--- config.mk ---
export PLATFORM = sky130hd
export DESIGN_NAME = anneal_scheduler_flat
export DESIGN_NICKNAME = d
export VERILOG_FILES = /design/src/rtl/replica_pkg.sv /design/src/rtl/anneal_scheduler_if.sv /design/src/rtl/sat_add.sv /design/src/rtl/anneal_scheduler.sv /design/src/flat_wrapper.sv
export SDC_FILE = /design/constraint.sdc
export NUM_CORES = 1
export LEC_CHECK = 0
export BUFFER_PORTS_ARGS = -buffer_cell sky130_fd_sc_hd__buf_2
export CAP_MARGIN = 20
export CORE_MARGIN = 1.5
export CORE_UTILIZATION = 49
export DETAILED_ROUTE_END_ITERATION = 10
export PLACE_DENSITY = 0.88
export SYNTH_ARGS = -nofsm -noshare
export SYNTH_HDL_FRONTEND = slang
export SYNTH_HIERARCHICAL = 1
export SYNTH_SLANG_ARGS = --single-unit
--- constraint.sdc ---
create_clock -name clk -period 2.6 [get_ports clk]
set_input_delay 0.26 -clock clk [delete_from_list [all_inputs] [get_ports clk]]
set_output_delay 0.26 -clock clk [all_outputs]
set_load 0.05 [all_outputs]
--- src/rtl/replica_pkg.sv ---
// Shared definitions for the anneal scheduler: FSM state encoding and the fixed
// width of the per-segment iteration count.
package replica_pkg;

    typedef enum logic [2:0] {
        IDLE,
        LOAD,
        KICK,
        WAIT_HI,
        WAIT_LO,
        STEP,
        FIN
    } sched_state_t;

    localparam int RUN_TIMES_W = 24;

endpackage

--- src/rtl/anneal_scheduler_if.sv ---
// Handshake bundle between the schedule requester, the node controllers and the
// scheduler. The abort wire exists only when SCHED_ABORT_EN is defined.
interface anneal_scheduler_if
    import replica_pkg::*;
#(
    parameter int SEG_W  = 8,
    parameter int BETA_W = 32
);
    logic                   start;
    logic [SEG_W-1:0]       segment_num;
    logic [RUN_TIMES_W-1:0] segment_times;
    logic [BETA_W-1:0]      beta_init;
    logic [BETA_W-1:0]      beta_step;
    logic                   running;
`ifdef SCHED_ABORT_EN
    logic                   abort;
`endif
    logic                   beta_write;
    logic [BETA_W-1:0]      beta;
    logic                   run_write;
    logic [RUN_TIMES_W-1:0] run_times;
    logic [SEG_W-1:0]       segment_idx;
    logic                   busy;
    logic                   done;

    modport master (
`ifdef SCHED_ABORT_EN
        output abort,
`endif
        output start, segment_num, segment_times, beta_init, beta_step, running,
        input  beta_write, beta, run_write, run_times, segment_idx, busy, done
    );

    modport slave (
`ifdef SCHED_ABORT_EN
        input  abort,
`endif
        input  start, segment_num, segment_times, beta_init, beta_step, running,
        output beta_write, beta, run_write, run_times, segment_idx, busy, done
    );

endinterface

--- src/rtl/sat_add.sv ---
// Unsigned adder that clamps to all-ones instead of wrapping on overflow.
module sat_add #(
    parameter int BETA_W = 32
) (
    input  logic [BETA_W-1:0] a_i,
    input  logic [BETA_W-1:0] b_i,
    output logic [BETA_W-1:0] sum_o
);
    logic [BETA_W:0] full_sum;

    assign full_sum = {1'b0, a_i} + {1'b0, b_i};
    assign sum_o    = full_sum[BETA_W] ? '1 : full_sum[BETA_W-1:0];

endmodule

--- src/rtl/anneal_scheduler.sv ---
// Steps an annealing schedule: per segment it publishes beta, kicks one node run
// and waits for it to drain. Defining SCHED_ABORT_EN adds an abort input.
module anneal_scheduler
    import replica_pkg::*;
#(
    parameter int SEG_W  = 8,
    parameter int BETA_W = 32
) (
    input  logic              clk,
    input  logic              reset,
    anneal_scheduler_if.slave bus
);
    sched_state_t           state_q, state_d;
    logic [SEG_W-1:0]       seg_num_q, seg_num_d;
    logic [SEG_W-1:0]       idx_q, idx_d;
    logic [RUN_TIMES_W-1:0] times_q, times_d;
    logic [BETA_W-1:0]      beta_q, beta_d;
    logic [BETA_W-1:0]      step_q, step_d;
    logic [BETA_W-1:0]      beta_next;
    logic                   last_seg;
    logic                   done_q;
`ifdef SCHED_ABORT_EN
    logic                   abort_pend_q, abort_pend_d;
`endif

    sat_add #(.BETA_W(BETA_W)) u_sat_add (
        .a_i   (beta_q),
        .b_i   (step_q),
        .sum_o (beta_next)
    );

    assign last_seg = (idx_q + SEG_W'(1)) == seg_num_q;

    always_comb begin
        // NOTE: every signal written here gets its default first, so no path leaves it unassigned and no latch is inferred.
        state_d   = state_q;
        seg_num_d = seg_num_q;
        idx_d     = idx_q;
        times_d   = times_q;
        beta_d    = beta_q;
        step_d    = step_q;
`ifdef SCHED_ABORT_EN
        abort_pend_d = abort_pend_q;
`endif
        unique case (state_q)
            IDLE: begin
                if (bus.start) begin
                    seg_num_d = bus.segment_num;
                    times_d   = bus.segment_times;
                    beta_d    = bus.beta_init;
                    step_d    = bus.beta_step;
                    idx_d     = '0;
                    state_d   = (bus.segment_num == '0) ? FIN : LOAD;
                end
            end
            LOAD:    state_d = (times_q == '0) ? STEP : KICK;
            KICK:    state_d = WAIT_HI;
            WAIT_HI: if (bus.running) state_d = WAIT_LO;
            WAIT_LO: if (!bus.running) state_d = STEP;
            STEP: begin
                if (last_seg) begin
                    state_d = FIN;
                end else begin
                    idx_d   = idx_q + SEG_W'(1);
                    beta_d  = beta_next;
                    state_d = LOAD;
                end
            end
            FIN:     state_d = IDLE;
            default: state_d = IDLE;
        endcase

`ifdef SCHED_ABORT_EN
        // A node run in flight must drain, so abort in WAIT_LO is parked until running falls.
        if (state_q == IDLE) abort_pend_d = 1'b0;
        if (bus.abort && (state_q inside {LOAD, KICK, WAIT_HI, STEP})) begin
            state_d = FIN;
            idx_d   = idx_q;
            beta_d  = beta_q;
        end
        if (state_q == WAIT_LO) begin
            if (bus.abort) abort_pend_d = 1'b1;
            if (!bus.running && (abort_pend_q || bus.abort)) state_d = FIN;
        end
`endif
    end

    // NOTE: sequential state uses non-blocking assignments so every register samples pre-edge values.
    always_ff @(posedge clk) begin
        if (reset) begin
            state_q   <= IDLE;
            seg_num_q <= '0;
            idx_q     <= '0;
            times_q   <= '0;
            beta_q    <= '0;
            step_q    <= '0;
            done_q    <= 1'b0;
        end else begin
            state_q   <= state_d;
            seg_num_q <= seg_num_d;
            idx_q     <= idx_d;
            times_q   <= times_d;
            beta_q    <= beta_d;
            step_q    <= step_d;
            done_q    <= (state_q == FIN);
        end
    end

`ifdef SCHED_ABORT_EN
    always_ff @(posedge clk) begin
        if (reset) abort_pend_q <= 1'b0;
        else       abort_pend_q <= abort_pend_d;
    end
`endif

    assign bus.beta_write  = (state_q == LOAD);
    assign bus.run_write   = (state_q == KICK);
    assign bus.beta        = beta_q;
    assign bus.run_times   = times_q;
    assign bus.segment_idx = idx_q;
    assign bus.busy        = (state_q != IDLE);
    assign bus.done        = done_q;

endmodule

--- src/flat_wrapper.sv ---
// flat-port wrapper written by rule: the top's interface ports become plain ports
module anneal_scheduler_flat import replica_pkg::*;
#(
    parameter int SEG_W  = 8,
    parameter int BETA_W = 32
)
  (clk, reset, bus_start, bus_segment_num, bus_segment_times, bus_beta_init, bus_beta_step, bus_running, bus_beta_write, bus_beta, bus_run_write, bus_run_times, bus_segment_idx, bus_busy, bus_done);
  anneal_scheduler_if #(.SEG_W(SEG_W), .BETA_W(BETA_W)) bus_i ();
  input  logic clk;
  input  logic reset;
  input wire logic [$bits(bus_i.start)-1:0] bus_start;
  input wire logic [$bits(bus_i.segment_num)-1:0] bus_segment_num;
  input wire logic [$bits(bus_i.segment_times)-1:0] bus_segment_times;
  input wire logic [$bits(bus_i.beta_init)-1:0] bus_beta_init;
  input wire logic [$bits(bus_i.beta_step)-1:0] bus_beta_step;
  input wire logic [$bits(bus_i.running)-1:0] bus_running;
  output wire logic [$bits(bus_i.beta_write)-1:0] bus_beta_write;
  output wire logic [$bits(bus_i.beta)-1:0] bus_beta;
  output wire logic [$bits(bus_i.run_write)-1:0] bus_run_write;
  output wire logic [$bits(bus_i.run_times)-1:0] bus_run_times;
  output wire logic [$bits(bus_i.segment_idx)-1:0] bus_segment_idx;
  output wire logic [$bits(bus_i.busy)-1:0] bus_busy;
  output wire logic [$bits(bus_i.done)-1:0] bus_done;
  assign bus_i.start = bus_start;
  assign bus_i.segment_num = bus_segment_num;
  assign bus_i.segment_times = bus_segment_times;
  assign bus_i.beta_init = bus_beta_init;
  assign bus_i.beta_step = bus_beta_step;
  assign bus_i.running = bus_running;
  assign bus_beta_write = bus_i.beta_write;
  assign bus_beta = bus_i.beta;
  assign bus_run_write = bus_i.run_write;
  assign bus_run_times = bus_i.run_times;
  assign bus_segment_idx = bus_i.segment_idx;
  assign bus_busy = bus_i.busy;
  assign bus_done = bus_i.done;
  anneal_scheduler #(.SEG_W(SEG_W), .BETA_W(BETA_W)) u_core (.clk(clk), .reset(reset), .bus(bus_i));
endmodule
==> results.tsv <==
stage	metric	value	unit
critical_path	critPathLaunch	u_core/bus.beta[12]$_SDFFE_PP0P_	
clock_tree	clock_latency	0.35	ns
logic_synthesis	synth_seq_cells	108	
sta	worst-slew-pin-transition	0.553	ns
drt	routedWlPerCell	16.5	um
grt	track_usage	26.9	%
sta	setup_ws	-0.167	ns
sta	fmax	361	MHz
sta	fin_crit	2.77	ns
drt	dr.pass1.iters	7	
cells_and_area	final_core_util	66.3	%
drt	num_vias	6917	
power	irDropWorstVdd	0.597	mV
cells_and_area	diodes	0	
critical_path	cp-end-kind	flip-flop	
sta	finalSetupViolCount	30	
floorplanning	die_w	118	um
critical_path	cp-endpoint	u_core/bus.beta[25]$_SDFFE_PP0P_	
power	finalPower	9640	uW
logic_synthesis	ys_types	68	
grt	grt_pass1_wl	31100	um
critical_path	crit_slowest_cell	a211oi_2	
drt	ant_nets	0	
critical_path	critPathRequiredTime	2.87	ns
floorplanning	start_util	50.8	%
logic_synthesis	syn_nets	959	
cells_and_area	fillers	1026	
sta	slew_headroom	62.8	%
critical_path	crit_path_cell_trace	ha_4, nand4_1, nor4_2, o21ai_2, a21oi_2, o2111ai_2, a211oi_2, a21bo_2, mux2i_1, mux2i_1, a211oi_1	
placement	hpwl	13100	um
sta	period_share	106	%
critical_path	cp_max_fo	4	
logic_synthesis	yosys_warnings	6	
drt	first_iter_violations	654	
critical_path	critPathTopFamily	compound AO/OA/AOI/OAI gates	
critical_path	max_stage_delay	0.37	ns
logic_synthesis	synth.area.top_cells	dfxtp_1 (33%), nand2_1 (10%), a21oi_1 (7.9%)	
clock_tree	path_clk_slew	0.07	ns
sta	finalMaxSlewViolations	0	
clock_tree	clock_path_buffers	2	
logic_synthesis	synthArstFlopShare	0	%
power	power_per_cell_area	1140	nW/um^2
logic_synthesis	syn_area_per_cell	7.86	um^2
cells_and_area	regArea	2200	um^2
placement	gp_congestion	0.949	
grt	antenna_found_initial	0	
critical_path	cp.depth	11	
critical_path	cp.arrival	3.03	ns
logic_synthesis	syn_area	6490	um^2
logic_synthesis	yosys.cell_count.top_type	nand2_1	
floorplanning	coreArea	12800	um^2
floorplanning	die_height	118	um
clock_tree	cts.sinks	108	
critical_path	worst-path-buf-inv	0	
critical_path	critPathLaunchType	flip-flop	
critical_path	timing.reg2reg.setup_slack	-0.17	ns
clock_tree	holdBufCountCts	0	
hold_path	min_path_type	primary input to flip-flop	
floorplanning	design.die.area	13900	um^2
grt	grt_start_max_net_pins	51	
cells_and_area	synthToLayoutAreaGrowth	30.6	%
cells_and_area	multiInputGateArea	4210	um^2
logic_synthesis	synth_ff_type	dfxtp_1	
status	status	complete, but fails checks	
drt	drcViolationCount	0	
logic_synthesis	synth_top_area_share	33.3	%
critical_path	worstSetupPathType	flip-flop to flip-flop	
critical_path	r2r_start	u_core/bus.beta[12]$_SDFFE_PP0P_	
floorplanning	rows	41	
status	violations	negative setup slack	
critical_path	r2r_cells	11	
drt	finalWirelength	19800	um
sta	grt_setup_unrepaired	yes	
cells_and_area	final_nets	1157	
drt	vias_per_cell	5.76	
floorplanning	num_io_pins	168	
placement	pre_cts_ws	-0.182	ns
sta	final_hold_viol_count	0	
logic_synthesis	synthCells	825	
placement	port_buffers	167	
clock_tree	clock-root-buffer	clkbuf_16	
critical_path	crit_top_cell	mux2i_1	
logic_synthesis	ys_top_cells_by_count	nand2_1 (181), dfxtp_1 (108), a21oi_1 (102)	
grt	grt_pass1_vias	6611	
cells_and_area	drive_above_1_share	31.8	%
clock_tree	cts_buffers	9	
clock_tree	cts_tree	built	
sta	skew	0.00798	ns
power	leakage	0.00410	uW
logic_synthesis	synth_edf_count	0	
logic_synthesis	yosysSeqAreaShare	33.3	%
clock_tree	h-tree-depth	3	
grt	grt_overflow_total	0	
run	drv_cap	0	
logic_synthesis	synth_top_area_cell	dfxtp_1	
critical_path	rr_endpoint	u_core/bus.beta[25]$_SDFFE_PP0P_	
==> power breakdown <==
| part | internal [uW] | switching (uW) |
|---|---|---|
| Sequential | 2130 | 388 |
| Clock | 904 | 609 |
| Combinational | 2040 | 3560 |
| Total | 5080 | 4560 |
==> routing by layer <==
layer,GRT usage (%),vias to the layer above,part of all wire (%)
li1,-,3327,-
met2,46.3,291,49
met4,9.07,0,2.3
met1,32.8,3251,42
met5,0,-,0
met3,6.35,48,7.1
==> worst reg2reg max path, stage by stage (launching register included) <==
cell       delay [ns]
dfxtp_4          0.36
ha_4             0.28
nand4_1          0.16
nor4_2           0.32
o21ai_2          0.12
a21oi_2          0.22
o2111ai_2        0.17
a211oi_2         0.37
a21bo_2          0.19
mux2i_1          0.21
mux2i_1          0.09
a211oi_1         0.19
==> logic make-up (layout without fill, tap and decap cells) <==
logic type               after synthesis  after routing  synth area share, %
adder cells (fa/ha/maj)               34             34                 6.67
AO/OA/AOI/OAI                        225            225                 22.4
flip-flops                           108            108                 33.3
buffers and inverters                 60            263                 4.28
multiplexers                          38             38                 5.96
XOR/XNOR                              33             33                 4.46
AND/OR/NAND/NOR                      327            327                 22.9
==> cell type report <==
type / instances / area share (%)
tap: 172 / 2.54
clock inverter: 3 / 0.797
timing repair buffer: 240 / 17.6
sequential: 108 / 25.9
clock buffer: 13 / 3.09
inverter: 7 / 0.310
multi-input combinational: 657 / 49.7
==> placed cells by master, fill, tap and decap left out, drive strengths merged, types with 2 or more instances in the layout <==
| cell | n |
|---|---|
| a211oi | 38 |
| a21o | 16 |
| a21oi | 105 |
| a22oi | 3 |
| a31o | 2 |
| a31oi | 6 |
| and2 | 8 |
| and3 | 3 |
| buf | 239 |
| bufinv | 2 |
| clkbuf | 14 |
| dfxtp | 108 |
| ha | 33 |
| inv | 7 |
| mux2 | 2 |
| mux2i | 36 |
| nand2 | 183 |
| nand2b | 10 |
| nand3 | 16 |
| nand4 | 9 |
| nor2 | 34 |
| nor2b | 3 |
| nor3 | 38 |
| nor3b | 2 |
| nor4 | 7 |
| nor4b | 2 |
| o211a | 3 |
| o211ai | 5 |
| o21a | 2 |
| o21ai | 24 |
| o22ai | 4 |
| o2bb2ai | 3 |
| o31ai | 4 |
| or2 | 4 |
| or3 | 3 |
| or4 | 2 |
| xnor2 | 19 |
| xor2 | 14 |
==> timing repair <==
item	CTS	global route
buffers inserted	6	6
gates resized for setup	13	22
pin swaps	15	21
cloned	0	2
hold endpoints to repair	0	0
endpoints found under the setup margin	32	32
==> worst min path at each step <==
| stage | start | to | slack, ns | depth (start not counted) |
|---|---|---|---|---|
| after floorplan | bus_beta_step[10] | u_core/step_q[10]$_SDFFE_PP0P_ | 0.40 | 2 |
| after global placement | u_core/step_q[22]$_SDFFE_PP0P_ | u_core/step_q[22]$_SDFFE_PP0P_ | 0.45 | 2 |
| after detailed placement | u_core/step_q[15]$_SDFFE_PP0P_ | u_core/step_q[15]$_SDFFE_PP0P_ | 0.45 | 2 |
| after CTS | bus_segment_times[15] | u_core/bus.run_times[15]$_SDFFE_PP0P_ | 0.13 | 3 |
| after global routing | bus_segment_times[15] | u_core/bus.run_times[15]$_SDFFE_PP0P_ | 0.13 | 3 |
| final | bus_beta_step[11] | u_core/step_q[11]$_SDFFE_PP0P_ | 0.14 | 3 |
==> registers in the layout, indices dropped and copies added, names as in the netlist <==
signal and flops:
u_core/step_q 32, u_core/seg_num_q 8, u_core/bus.segment_idx 8, u_core/state_q 3, u_core/bus.done 1, u_core/bus.beta 32, u_core/bus.run_times 24
==> metrics by stage <==
step	instance area (um^2)	std cells	hold slack [ns]	setup TNS, ns
floorplan	6530	825	0.396	-2.27
CTS	8280	1192	0.126	-0.478
finish	8470	1200	0.139	-2.14
detailed placement	7850	1170	0.453	-1.75
global route	8470	1200	0.132	-6.30
global placement	7850	1170	0.446	-0.537
Note: power is estimated with default switching activity, not from simulation.
